**config.mk**
```make
export PLATFORM = sky130hd
export DESIGN_NAME = vending_controller
export DESIGN_NICKNAME = d
export VERILOG_FILES = /design/src/rtl/vending_controller.sv
export SDC_FILE = /design/constraint.sdc
export NUM_CORES = 1
export LEC_CHECK = 0
export ABC_AREA = 1
export ABC_CLOCK_PERIOD_IN_PS = 3500
export BUFFER_PORTS_ARGS = -buffer_cell sky130_fd_sc_hd__clkbuf_2
export CORE_UTILIZATION = 40
export DETAILED_ROUTE_END_ITERATION = 16
export MAX_ROUTING_LAYER = met4
export PLACE_DENSITY_LB_ADDON = 0.15
export SLEW_MARGIN = 30
export SYNTH_ARGS = -nofsm -noshare
export SYNTH_HDL_FRONTEND = slang
export SYNTH_SLANG_ARGS = --single-unit
```
**constraint.sdc**
```tcl
create_clock -name clk -period 3.5 [get_ports clk]
set_input_delay 0.35 -clock clk [delete_from_list [all_inputs] [get_ports clk]]
set_output_delay 0.35 -clock clk [all_outputs]
set_load 0.05 [all_outputs]
```
**src/rtl/vending_controller.sv**
```systemverilog
// Coin-operated vending controller.
// Collects coins into a balance register, dispenses a product when the
// balance covers its price, and pays out any remainder as a stream of
// fixed-value change coins.
//
// Ports:
//   clk          - single clock, all state on rising edge
//   reset        - synchronous, active-high reset
//   coin_valid   - coin offered this cycle
//   coin_value   - value of offered coin (COIN_W bits)
//   coin_ready   - coin accepted when coin_valid && coin_ready
//   sel_valid    - single-cycle product selection request
//   sel          - selected product index
//   cancel       - request refund of current balance
//   vend         - one-cycle pulse, product dispensed
//   vend_prod    - index of dispensed product, valid while vend
//   sel_err      - one-cycle pulse, selection refused
//   change_valid - one change coin of CHANGE_COIN offered
//   change_ack   - change coin taken when change_valid && change_ack
//   balance      - current credit, registered
module vending_controller #(
  parameter int unsigned COIN_W      = 5,
  parameter int unsigned BAL_W       = 7,
  parameter int unsigned N_PROD      = 4,
  parameter logic [N_PROD*BAL_W-1:0] PRICES = {7'd15, 7'd20, 7'd25, 7'd40},
  parameter int unsigned CHANGE_COIN = 5,
  localparam int unsigned SEL_W      = $clog2(N_PROD)
) (
  input  logic              clk,
  input  logic              reset,
  input  logic              coin_valid,
  input  logic [COIN_W-1:0] coin_value,
  output logic              coin_ready,
  input  logic              sel_valid,
  input  logic [SEL_W-1:0]  sel,
  input  logic              cancel,
  output logic              vend,
  output logic [SEL_W-1:0]  vend_prod,
  output logic              sel_err,
  output logic              change_valid,
  input  logic              change_ack,
  output logic [BAL_W-1:0]  balance
);

  // Highest balance that can still absorb the largest possible coin.
  localparam logic [BAL_W-1:0] COIN_LIMIT =
    BAL_W'((2 ** BAL_W - 1) - (2 ** COIN_W - 1));
  localparam logic [BAL_W-1:0] CHANGE_VAL = BAL_W'(CHANGE_COIN);

  typedef enum logic [1:0] {StIdle, StCollect, StVend, StChange} state_e;

  state_e             state_q;
  logic [BAL_W-1:0]   balance_q;
  logic               vend_q;
  logic [SEL_W-1:0]   vend_prod_q;
  logic               sel_err_q;
  logic               change_valid_q;

  logic               coin_acc;
  logic [BAL_W-1:0]   bal_plus;
  logic [BAL_W-1:0]   bal_minus_change;
  logic [31:0]        sel_ext;
  logic               sel_in_range;
  logic [BAL_W-1:0]   price;

  assign coin_ready = ((state_q == StIdle) || (state_q == StCollect)) &&
                      (balance_q <= COIN_LIMIT);
  assign coin_acc   = coin_valid && coin_ready;
  assign bal_plus   = balance_q +
                      (coin_acc ? {{(BAL_W-COIN_W){1'b0}}, coin_value} : '0);
  assign bal_minus_change = balance_q - CHANGE_VAL;

  // Widened so the range check stays meaningful when N_PROD is not a power of two.
  assign sel_ext      = 32'(sel);
  assign sel_in_range = sel_ext < N_PROD;

  always_comb begin
    price = '0;
    for (int i = 0; i < N_PROD; i++) begin
      if (sel_ext == 32'(i)) price = PRICES[i*BAL_W +: BAL_W];
    end
  end

  always_ff @(posedge clk) begin
    if (reset) begin
      state_q        <= StIdle;
      balance_q      <= '0;
      vend_q         <= 1'b0;
      vend_prod_q    <= '0;
      sel_err_q      <= 1'b0;
      change_valid_q <= 1'b0;
    end else begin
      vend_q    <= 1'b0;
      sel_err_q <= 1'b0;
      unique case (state_q)
        StIdle: begin
          balance_q <= bal_plus;
          if (coin_acc && (coin_value != '0)) state_q <= StCollect;
          if (sel_valid) sel_err_q <= 1'b1;
        end
        StCollect: begin
          if (cancel) begin
            if (bal_plus >= CHANGE_VAL) begin
              balance_q      <= bal_plus;
              change_valid_q <= 1'b1;
              state_q        <= StChange;
            end else begin
              balance_q <= '0;
              state_q   <= StIdle;
            end
          end else if (sel_valid && sel_in_range && (balance_q >= price)) begin
            // Price is judged against the pre-coin balance; a same-cycle coin still counts.
            balance_q   <= bal_plus - price;
            vend_prod_q <= sel;
            vend_q      <= 1'b1;
            state_q     <= StVend;
          end else begin
            balance_q <= bal_plus;
            if (sel_valid) sel_err_q <= 1'b1;
          end
        end
        StVend: begin
          if (balance_q >= CHANGE_VAL) begin
            change_valid_q <= 1'b1;
            state_q        <= StChange;
          end else begin
            balance_q <= '0;
            state_q   <= StIdle;
          end
        end
        StChange: begin
          if (change_ack) begin
            if (bal_minus_change < CHANGE_VAL) begin
              // Residue smaller than one change coin is forfeited.
              balance_q      <= '0;
              change_valid_q <= 1'b0;
              state_q        <= StIdle;
            end else begin
              balance_q <= bal_minus_change;
            end
          end
        end
      endcase
    end
  end

  assign vend         = vend_q;
  assign vend_prod    = vend_prod_q;
  assign sel_err      = sel_err_q;
  assign change_valid = change_valid_q;
  assign balance      = balance_q;

endmodule
```
Word level (Yosys, flattened, before mapping)
Cells that the tools add are included.
{ "word_totals": {"input_bits": 13, "ff_bits": 14, "output_inout_bits": 13, "elab_cells": 77} }
{ "op_classes": {"reduce_logical": 15, "n_mux": 31, "add_sub_neg": 3, "bitwise": 2, "order_cmp": 6, "eq_ne": 14} }
{ "op_table": {"columns": ["cell", "n"], "rows": [
  ["two-way mux 7 bit", 9],
  ["zero test 32 bit", 1],
  ["one-hot mux 7 bit (4 select lines)", 1],
  [">= comparator 7 x 3 -> 1 bit, second input constant", 2],
  ["two-way mux 2 bit", 7],
  ["inequality test 2 bit, second input constant", 5],
  ["two-way mux 1 bit", 9],
  ["== test 2 bit, second input constant", 4],
  ["one-hot mux 2 bit (4 select lines)", 1],
  ["adder 7 x 5 -> 7 bit", 1],
  [">= comparator 7 bit", 1],
  ["less-or-equal comparator 7 bit, second input constant", 1],
  ["< comparator 7 x 3 -> 1 bit, second input constant", 1],
  ["subtractor 7 x 3 -> 7 bit, second input constant", 1],
  ["subtractor 7 bit", 1],
  ["two-way mux 6 bit", 1],
  ["AND reduction 6 bit", 1],
  ["logical AND 1 bit", 5],
  ["two-way mux 5 bit", 1],
  ["nonzero test 5 bit", 1],
  ["== test 2 x 1 -> 1 bit, second input constant", 2],
  ["inequality test 2 x 1 -> 1 bit, second input constant", 2],
  ["AND reduction 4 bit", 1],
  ["< comparator 2 x 3 -> 1 bit, second input constant", 1],
  ["other kinds (10)", 11]
]} }

Logic depth before layout (Yosys ltp)
Gate-level depths: netlist of the first run.
{ "depth": {"word_depth": 10, "depth_mapped": 23, "mapped_depth_nobuf": 23} }

Worst setup path after synthesis of the first run
Ideal clock, no wire load.
{ "synth_timing": {"path_kind": "reg-to-reg", "startpoint": "register balance_q[1], in the netlist balance[1]", "endpoint": "register balance_q[6], in the netlist balance[6]", "setup_slack_ns": -0.631, "path_stages_with_launch": 24, "setup_ns": 0.070, "n_path_buf": 0, "t_arrival_ns": 4.061, "required_ns": 3.430, "synth_period_minus_slack_ns": 4.131, "cell_sequence": "dfxtp_1 inv_1 ha_1 nand4_1 a31oi_1 nand2_1 nor2_1 ha_1 nand2_1 inv_1 nand2_1 nand2_1 nand2_1 nand2_1 ha_1 a21oi_1 o21ai_0 nand2_1 nand2_1 a21oi_1 nand2_1 nand2_1 nand3_1 a21oi_1"} }
{ "synth_via": {"elab_chain_cells": 9, "elab_cells_between_ends": 20, "cone_classes": "add/sub (3); order compare (5); eq/ne (1); mux (7); reduce/logical (4)"} }
{ "synth_rtl": {"columns": ["item", "line_no", "rtl"], "rows": [
  ["start: declaration", "53", "logic [BAL_W-1:0] balance_q;"],
  ["start signal: assignment", "97", "balance_q <= bal_plus;"],
  ["start signal: assignment", "104", "balance_q <= bal_plus;"],
  ["start signal: assignment", "113", "balance_q <= bal_plus - price;"],
  ["less-or-equal comparator 7 bit (*)", "67", "(balance_q <= COIN_LIMIT);"],
  ["logical AND 1 bit (*)", "66", "assign coin_ready = ((state_q == StIdle) || (state_q == StCollect)) &&"],
  ["net coin_ready", "33", "output logic coin_ready,"],
  ["logical AND 1 bit (*)", "68", "assign coin_acc = coin_valid && coin_ready;"],
  ["two-way mux 5 bit (*)", "70", "(coin_acc ? {{(BAL_W-COIN_W){1'b0}}, coin_value} : '0);"],
  ["adder 7 x 5 -> 7 bit (*)", "69", "assign bal_plus = balance_q +"],
  ["subtractor 7 bit / >= comparator 7 x 3 -> 1 bit (equally long branches)", "113, 103", null],
  ["two-way mux 7 bit, on equally long branches", "111, 103", null],
  ["two-way mux 7 bit", "102", "if (cancel) begin"],
  ["one-hot mux 7 bit (4 select lines) (*)", "95", "unique case (state_q)"]
]} }
The timed path passes the listed nets; every way through them passes the cells marked *. The select of a mux whose other input is x is not followed.
A chain may end at the register's enable or synchronous reset.

Worst setup path in the final report of the first run
{ "layout_timing": {"startpoint": "register balance_q[1], in the netlist balance[1]", "endpoint": "register balance_q[4], in the netlist balance[4]"} }
{ "layout_via": {"elab_chain_cells": 9, "elab_cells_between_ends": 20, "cone_classes": "add/sub (3); order compare (5); eq/ne (1); mux (7); reduce/logical (4)"} }
{ "layout_rtl": {"columns": ["item", "line_no"], "rows": [
  ["less-or-equal comparator 7 bit", "67"],
  ["logical AND 1 bit", "66"],
  ["logical AND 1 bit", "68"],
  ["two-way mux 5 bit", "70"],
  ["adder 7 x 5 -> 7 bit", "69"],
  ["subtractor 7 bit / >= comparator 7 x 3 -> 1 bit (equally long branches)", "113, 103"],
  ["two-way mux 7 bit, on equally long branches", "111, 103"],
  ["two-way mux 7 bit", "102"],
  ["one-hot mux 7 bit (4 select lines)", "95"]
]} }
Parallel ways exist; a longest one is shown, timed or not. The select of a mux whose other input is x is not followed.

==> results of run 1 <==
==> worst max-delay path by stage <==
stage / from / depth (start not counted) / slack, ns / to
2_1_floorplan: balance[1] / 15 / 0.006 / balance[4]
6_report: balance[1] / 16 / 0.28 / balance[4]
5_1_grt: balance[1] / 19 / 0.006 / balance[6]
4_1_cts: balance[1] / 16 / 0.12 / balance[4]
3_3_place_gp: balance[1] / 23 / 0.20 / balance[6]
3_5_place_dp: balance[1] / 23 / 0.15 / balance[6]
==> cell type report <==
type	count	area, sq um	area share
inverters	51	191	0.0821
clock buffers	4	55.1	0.0236
repair buffers	41	245	0.105
multi-input cells	244	1490	0.637
flip-flops and latches	14	289	0.124
well taps	52	65.1	0.0279
==> kinds of logic (layout without fill, tap and decap cells) <==
group	count (synthesis)	in the layout	synth area share
simple gates	170	170	0.413
flops	14	14	0.145
xor+xnor	4	4	0.0181
fa+ha+maj	26	26	0.176
buf+inv	56	96	0.120
compound gates	44	44	0.128
==> through the flow <==
step	power [uW]	hold slack [ns]	cell area (sq um)	instances	utilization
floorplan	1630	0.405	1950	314	-
global placement	2170	0.434	2210	400	0.490
detailed placement	2170	0.434	2210	400	0.490
CTS	2340	0.349	2260	404	0.503
global route	2680	0.353	2330	406	0.518
finish	2450	0.349	2330	406	0.518
==> critical path, cell delays in order (launching register included) <==
cell	delay (ns)
dfxtp_4	0.39
inv_2	0.06
ha_1	0.17
nand4_1	0.16
a31oi_4	0.12
nand2_4	0.12
nor2_1	0.05
ha_2	0.19
fa_2	0.56
inv_2	0.05
fa_1	0.43
o21ai_1	0.19
buf_4	0.14
xnor2_1	0.10
o21ai_1	0.09
o211ai_1	0.16
a21oi_1	0.10
==> registers in the layout, indices dropped and copies added, names as in the netlist <==
name,count
vend_prod,2
state_q,2
change_valid,1
balance,7
vend,1
sel_err,1
==> cell usage after synthesis <==
cell type and number:
nor2_1 25, nand3_2 1, nand2_4 1, and2_1 1, a21oi_1 21, nor3_4 1, xnor2_1 3, fa_1 2
a31oi_1 2, or2_0 1, nand2_2 2, buf_2 1, and3_1 1, a21oi_2 2, dfxtp_1 14, nor3_2 1
nand3_1 31, a211oi_1 3, buf_6 2, xor2_1 1, nor3b_2 1, nand2_1 85, or2_2 1, o21bai_1 1
nor2_2 1, nand3_4 1, nor2_4 1, buf_4 1, inv_2 1, nand3b_1 2, o21ai_0 12, ha_1 24
clkbuf_2 1, o211ai_1 3, nand4_1 13, inv_1 50
==> cells in the final DEF, fill, tap and decap left out, drive strengths merged, types with 2 or more instances in the layout <==
cell,synthesis,final
o21ai,12,12
or2,2,2
buf,4,16
a211oi,3,3
fa,2,2
nor2,27,27
nand3,33,33
nand2,88,88
nand3b,2,2
dfxtp,14,14
clkbuf,1,29
a21oi,23,23
o211ai,3,3
ha,24,24
inv,51,51
nor3,2,2
xnor2,3,3
nand4,13,13
a31oi,2,2
==> routing by layer <==
metal / up-vias / wire length [microns]
met2: 91 / 2690
met1: 1003 / 2710
li1: 1113 / -
met5: - / 0
met3: 14 / 460
met4: 0 / 119
==> power groups by stage <==
| stage | registers [uW] | logic, uW | clock network, uW |
|---|---|---|---|
| floorplan | 454 | 1180 | 0 |
| global placement | 276 | 1890 | 0 |
| detailed placement | 277 | 1890 | 0 |
| CTS | 274 | 1910 | 165 |
| global route | 288 | 2220 | 171 |
| finish | 280 | 2010 | 162 |
==> what timing repair did <==
action	CTS	global route
gates resized for setup	0	18
buffers inserted	0	2
hold buffers	0	0
endpoints found under the setup margin	0	6
==> impl_metrics.tcl, run 1 <==
set metrics [dict create \
    gp_congestion 0.933 \
    ys_warn_count 0 \
    seqPwrFrac 0.114 \
    avgViaCountPerCell 5.47 \
    yosys_register_bits 14 \
    drive_above_1_share 0.215 \
    drv_cap 0 \
    syn-num-nets 353 \
    fin_nets 394 \
    synthDistinctLibCells 36 \
    ant_nets 0 \
    clock.fmax_ghz 0.310 \
    vdd.ir_drop.worst_mv 0.327 \
    hold_end "balance[1]" \
    clock_latency_ns 0.25 \
    status "completed" \
    r2r_start "balance[1]" \
    p_clk_frac 0.066 \
    skew_ns 0.00361 \
    areaGrowthSynthToFinish_pct 20.7 \
    first_iter_violations 166 \
    wl_microns 5980 \
    synthTopCellsByArea "nand2_1, ha_1, dfxtp_1" \
    syn_area_sq_mm 0.00193 \
    ys_seq_area_frac 0.145 \
    dp_slack_ns 0.150 \
    worstPathArrival_ns 3.34 \
    grt_overflow 0 \
    dr.pass1.iters 5 \
    path_max_fanout 6 \
    start_kind "register" \
    fp.dieW_microns 71.5 \
    avgSynthCellArea_sq_um 6.15 \
    p_switching_uw 1410 \
    intPower_uw 1040 \
    wl_per_cell_microns 14.7 \
    r2r-end "balance[4]" \
    rsz0062_at_grt "false" \
    min_path_cells 2 \
    setup_violations 0 \
    grtUsageMet3 0.0478 \
    combPwrFrac 0.820 \
    use_met1 0.345 \
    hold_start "reset" \
    numPortBuffers 25 \
    sw_frac_of_total 0.574 \
    rrSetupSlack_ns 0.28 \
    antennaDiodeCount 0 \
    clk_pin_slew_ns 0.06 \
    cts_tree "yes" \
    core_area_sq_mm 0.00450 \
    hold_viol_final 0 \
    numCtsBuffers 3 \
    tns_ns 0 \
    route.detailed.drc 0 \
    netlist_instances 314 \
    htreeDepth 1 \
    period_share 0.921 \
    tightest_slew_ns 0.644 \
    leakagePower_uw 0.00125 \
    clk_path_buf_depth 2 \
    num_rows 24 \
    die_h_microns 71.5 \
    track_usage 0.253 \
    r2r_cells 16 \
    antenna_found_initial 0 \
    fillers 448 \
    grt_pass1_wl_microns 9760 \
    hpwl_microns 4790 \
    setup_ws_ns 0.275 \
    cts.sinks 14 \
    use_met2 0.382 \
    dr_total_vias 2221 \
    grt_pass1_vias 1989 \
    worstHoldPathType "input port to register" \
    synth_top_area_share 0.165 \
    period_minus_slack_ns 3.22 \
    die-area_sq_mm 0.00511 \
    finalMaxSlewViolations 0 \
    path_class "register to register" \
    top_usage_layer "met2" \
    relSlewSlack 0.569 \
    yosys.area.top_type "nand2_1" \
    end_kind "register" \
    cts-root-buf "clkbuf_8" \
    pin_count 26 \
    grt_start_max_net_pins 11 \
    p_per_area_mw_per_mm2 1050 \
    start_util 0.429 \
    crit_required_ns 3.62 \
]
(Power assumes the default switching activity.)
==> run 2, diff against run 1 <==
--- a/config.mk
+++ b/config.mk
@@ -11,7 +11,7 @@
 export CORE_UTILIZATION = 40
 export DETAILED_ROUTE_END_ITERATION = 16
 export MAX_ROUTING_LAYER = met4
-export PLACE_DENSITY_LB_ADDON = 0.15
+export PLACE_DENSITY_LB_ADDON = 0.3
 export SLEW_MARGIN = 30
 export SYNTH_ARGS = -nofsm -noshare
 export SYNTH_HDL_FRONTEND = slang
==> impl_metrics.tcl, run 2 (synthesis gave the netlist of run 1 again) <==
set metrics [dict create \
    fillers 466 \
    clk_path_buf_depth 2 \
    rrSetupSlack_ns 0.27 \
    sw_frac_of_total 0.584 \
    finalMaxSlewViolations 0 \
    p_clk_frac 0.069 \
    hold_end "balance[1]" \
    intPower_uw 1010 \
    critical_path.max_stage_delay_ns 0.55 \
    drive_above_1_share 0.209 \
    period_minus_slack_ns 3.23 \
    final_cell_mix "nand2_1, inv_1, nand3_1" \
    relSlewSlack 0.599 \
    num_rows 24 \
    drv_cap 0 \
    core_area_sq_mm 0.00450 \
    clock.fmax_ghz 0.309 \
    clock_latency_ns 0.25 \
    fp.dieW_microns 71.5 \
    grt_overflow 0 \
    wl_microns 5850 \
    die_h_microns 71.5 \
    ant_nets 0 \
    cts-root-buf "clkbuf_8" \
    seqCellArea_sq_um 287 \
    grt_pass1_vias 1980 \
    hpwl_microns 4580 \
    crit_slowest_cell "fa_2" \
    path_class "register to register" \
    r2r_start "balance[1]" \
    status "completed" \
    antennaDiodeCount 0 \
    avgViaCountPerCell 5.44 \
    setup_violations 0 \
    route.detailed.drc 0 \
    final_common_cell "nand2_1" \
    utilization 0.508 \
    dr_total_vias 2187 \
    htreeDepth 1 \
    combPwrFrac 0.812 \
    grt_start_max_net_pins 11 \
    r2r-end "balance[4]" \
    dr.pass1.iters 7 \
    p_switching_uw 1420 \
    p_per_area_mw_per_mm2 1060 \
    cts.sinks 14 \
    seqPwrFrac 0.119 \
    crit_required_ns 3.63 \
    fin_nets 390 \
    leakagePower_uw 0.00123 \
    final_cell_area_sq_mm 0.00229 \
    tightest_slew_ns 0.600 \
    skew_ns 0.00263 \
    numPortBuffers 25 \
    vdd.ir_drop.worst_mv 0.414 \
    dpl_cell_area_sq_mm 0.00218 \
    pin_count 26 \
    track_usage 0.243 \
    hold_viol_final 0 \
    path_max_fanout 6 \
    period_share 0.923 \
    die-area_sq_mm 0.00511 \
    areaGrowthSynthToFinish_pct 18.5 \
    wl_per_cell_microns 14.6 \
    start_kind "register" \
    multi_input_area_sq_mm 0.00148 \
    antenna_found_initial 0 \
    crit_chain "inv_2 > ha_1 > nand4_1 > a31oi_4 > nand2_2 > nor2_1 > ha_1 > fa_2 > inv_1 > fa_2 > o21ai_2 > xnor2_1 > o21ai_0 > o211ai_1 > a21oi_1" \
    numCtsBuffers 3 \
    min_path_cells 2 \
    grt_pass1_wl_microns 9470 \
    worstPathArrival_ns 3.36 \
    start_util 0.429 \
    worstHoldPathType "input port to register" \
    first_iter_violations 243 \
    hold_start "reset" \
    largest_register_ffs 7 \
    r2r_cells 15 \
    gp_congestion 1.01 \
    cts_tree "yes" \
    end_kind "register" \
    clk_pin_slew_ns 0.07 \
    hold_buffers 0 \
]
## run 2: changes by cell type in the layout (fill, tap and decap cells not counted), sizes merged
| cell | previous run | this run |
|---|---|---|
| buf | 16 | 12 |
## run 2: worst max path at each step
stage,startpoint,to,slack (ns),cells after the start
after floorplan,balance[1],balance[4],0.006,15
after global placement,balance[1],balance[4],0.17,15
after detailed placement,balance[1],balance[4],0.1,15
after CTS,balance[1],balance[4],0.07,15
after global routing,balance[1],balance[6],-0.02,23
final,balance[1],balance[4],0.27,15
## run 2: worst max-delay path, delay by kind of cell, from the launching register on
kind,cells,cell delay [ns]
adder cells (fa/ha/maj),4,1.35
AO/OA/AOI/OAI,5,0.67
AND/OR/NAND/NOR,3,0.34
buffers and inverters,2,0.19
XOR/XNOR,1,0.14
flip-flops,1,0.41
## run 2: what timing repair did
item | 4_1_cts | 5_1_grt
resized for setup | 0 | 14
endpoints found under the setup margin | 0 | 6
buffers inserted | 0 | 2
## run 2: cell type report
type                       instances  area share
inverter                          51      0.0836
tap                               52      0.0284
sequential                        14       0.125
multi-input combinational        244       0.645
timing repair buffer              37      0.0940
clock buffer                       4      0.0240
## run 2: metal layers
| metal | track usage | vias up | routed length, microns |
|---|---|---|---|
| met3 | 0.0534 | 16 | 546 |
| met4 | 0.0545 | 0 | 100 |
| met5 | - | - | 0 |
| met1 | 0.317 | 967 | 2620 |
| met2 | 0.386 | 107 | 2590 |
| li1 | - | 1097 | - |
## run 2: per-stage QoR
step	TNS [ns]	power (uW)	instances	setup WS (ns)	hold WS, ns
CTS	0	2300	400	0.0683	0.349
global placement	0	2130	396	0.175	0.433
global route	-0.0170	2640	402	-0.0170	0.359
detailed placement	0	2120	396	0.0965	0.435
floorplan	0	1630	314	0.00565	0.405
finish	0	2430	402	0.269	0.346
## run 2: power groups by stage
stage	Combinational, uW	Sequential [uW]	Clock, uW
detailed placement	1830	290	0
global placement	1840	290	0
CTS	1850	287	163
finish	1970	290	166
global route	2170	299	172
floorplan	1180	454	0
==> run 3, diff against run 2 <==
--- a/config.mk
+++ b/config.mk
@@ -8,9 +8,8 @@
 export ABC_AREA = 1
 export ABC_CLOCK_PERIOD_IN_PS = 3500
 export BUFFER_PORTS_ARGS = -buffer_cell sky130_fd_sc_hd__clkbuf_2
-export CORE_UTILIZATION = 40
+export CORE_UTILIZATION = 30
 export DETAILED_ROUTE_END_ITERATION = 16
-export MAX_ROUTING_LAYER = met4
 export PLACE_DENSITY_LB_ADDON = 0.3
 export SLEW_MARGIN = 30
 export SYNTH_ARGS = -nofsm -noshare
==> impl_metrics.tcl, run 3 (synthesis gave the netlist of run 1 again) <==
set metrics [dict create \
    status "completed" \
    gp_congestion 0.923 \
    end_kind "register" \
    grt_overflow 0 \
    grt_pass1_vias 1906 \
    path_max_fanout 6 \
    cts_tree "yes" \
    period_minus_slack_ns 3.26 \
    setup_violations 0 \
    die-area_sq_mm 0.00676 \
    p_per_area_mw_per_mm2 1040 \
    vdd.ir_drop.worst_mv 0.313 \
    dp_cells 422 \
    track_usage 0.187 \
    multi_input_area_sq_mm 0.00147 \
    wl_microns 6090 \
    fillers 662 \
    clk_pin_slew_ns 0.06 \
    numPortBuffers 25 \
    clock.fmax_ghz 0.306 \
    leakagePower_uw 0.00124 \
    hpwl_microns 4850 \
    dp_slack_ns 0.102 \
    setup_ws_ns 0.236 \
    seqCellArea_sq_um 289 \
    rrSetupSlack_ns 0.24 \
    hold_viol_final 0 \
    worstHoldPathType "input port to register" \
    final_cells 426 \
    drive_above_1_share 0.194 \
    crit_required_ns 3.67 \
    path_class "register to register" \
    hold_buffers 0 \
    pin_count 26 \
    num_rows 28 \
    route.detailed.drc 0 \
    fin_nets 391 \
    wl_per_cell_microns 14.3 \
    antenna_found_initial 0 \
    numCtsBuffers 3 \
    tightest_slew_ns 0.673 \
    areaGrowthSynthToFinish_pct 20.3 \
    worstPathArrival_ns 3.44 \
    final_common_cell "nand2_1" \
    final_cell_mix "nand2_1, inv_1, nand3_1" \
    ant_nets 0 \
    cts.sinks 14 \
    drv_cap 0 \
    skew_ns 0.00155 \
    finalMaxSlewViolations 0 \
    dr_total_vias 2179 \
    clk_path_buf_depth 2 \
    relSlewSlack 0.550 \
    die_h_microns 82.2 \
    cts-root-buf "clkbuf_8" \
    dr.pass1.iters 5 \
    period_share 0.932 \
    antennaDiodeCount 0 \
    start_util 0.319 \
    cts_resized 0 \
    start_kind "register" \
    fp.dieW_microns 82.2 \
    htreeDepth 1 \
    core_area_sq_mm 0.00606 \
    avgViaCountPerCell 5.12 \
    grt_pass1_wl_microns 9550 \
    finalPower_uw 2420 \
    grt_start_max_net_pins 11 \
    first_iter_violations 211 \
    largest_register_ffs 7 \
    post_cts.repair.setup_buffers 0 \
    clock_latency_ns 0.25 \
]
run 3: through the flow:
stage	hold WS (ns)	utilization	TNS (ns)	cell area, sq um
floorplan	0.405	-	0	1950
global placement	0.435	0.368	0	2230
detailed placement	0.439	0.368	0	2230
CTS	0.359	0.377	0	2280
global route	0.360	0.384	-0.0405	2320
finish	0.358	0.384	0	2320
run 3: cell type report:
type	instances	share of cell area
Tap cell	75	0.0404
Sequential cell	14	0.124
Timing Repair Buffer	38	0.0958
Multi-Input combinational cell	244	0.633
Clock buffer	4	0.0237
Inverter	51	0.0823
run 3: power breakdown:
part	internal, uW	switching, uW	total (uW)
combinational	683	1290	1980
sequential	227	52.1	280
clock	99.7	63.2	163
run 3: path summary, 6_finish.rpt:
check | startpoint | endpoint | cells after the start
min | reset | balance[1] | 2
max reg2reg | balance[1] | balance[2] | 17
max | balance[1] | balance[2] | 17
min reg2reg | change_valid | change_valid | 2
run 3: routing by layer:
layer | vias to the layer above | share of wire | track usage
met1 | 960 | 0.45 | 0.260
met3 | 14 | 0.078 | 0.0352
li1 | 1108 | - | -
met2 | 97 | 0.45 | 0.296
met5 | - | 0 | 0
met4 | 0 | 0.023 | 0.0404
run 3: critical path: stages (launching register included):
cell and delay [ns]:
dfxtp_4 0.39, inv_1 0.10, ha_1 0.19, nand4_1 0.14, a31oi_4 0.12, nand2_4 0.11
nor2_1 0.05, ha_1 0.21, fa_1 0.54, inv_1 0.08, fa_1 0.44, xnor2_1 0.27
nand4_1 0.14, nand2_1 0.08, nand3_1 0.08, nand2_1 0.07, nand2_1 0.05, a21oi_1 0.12
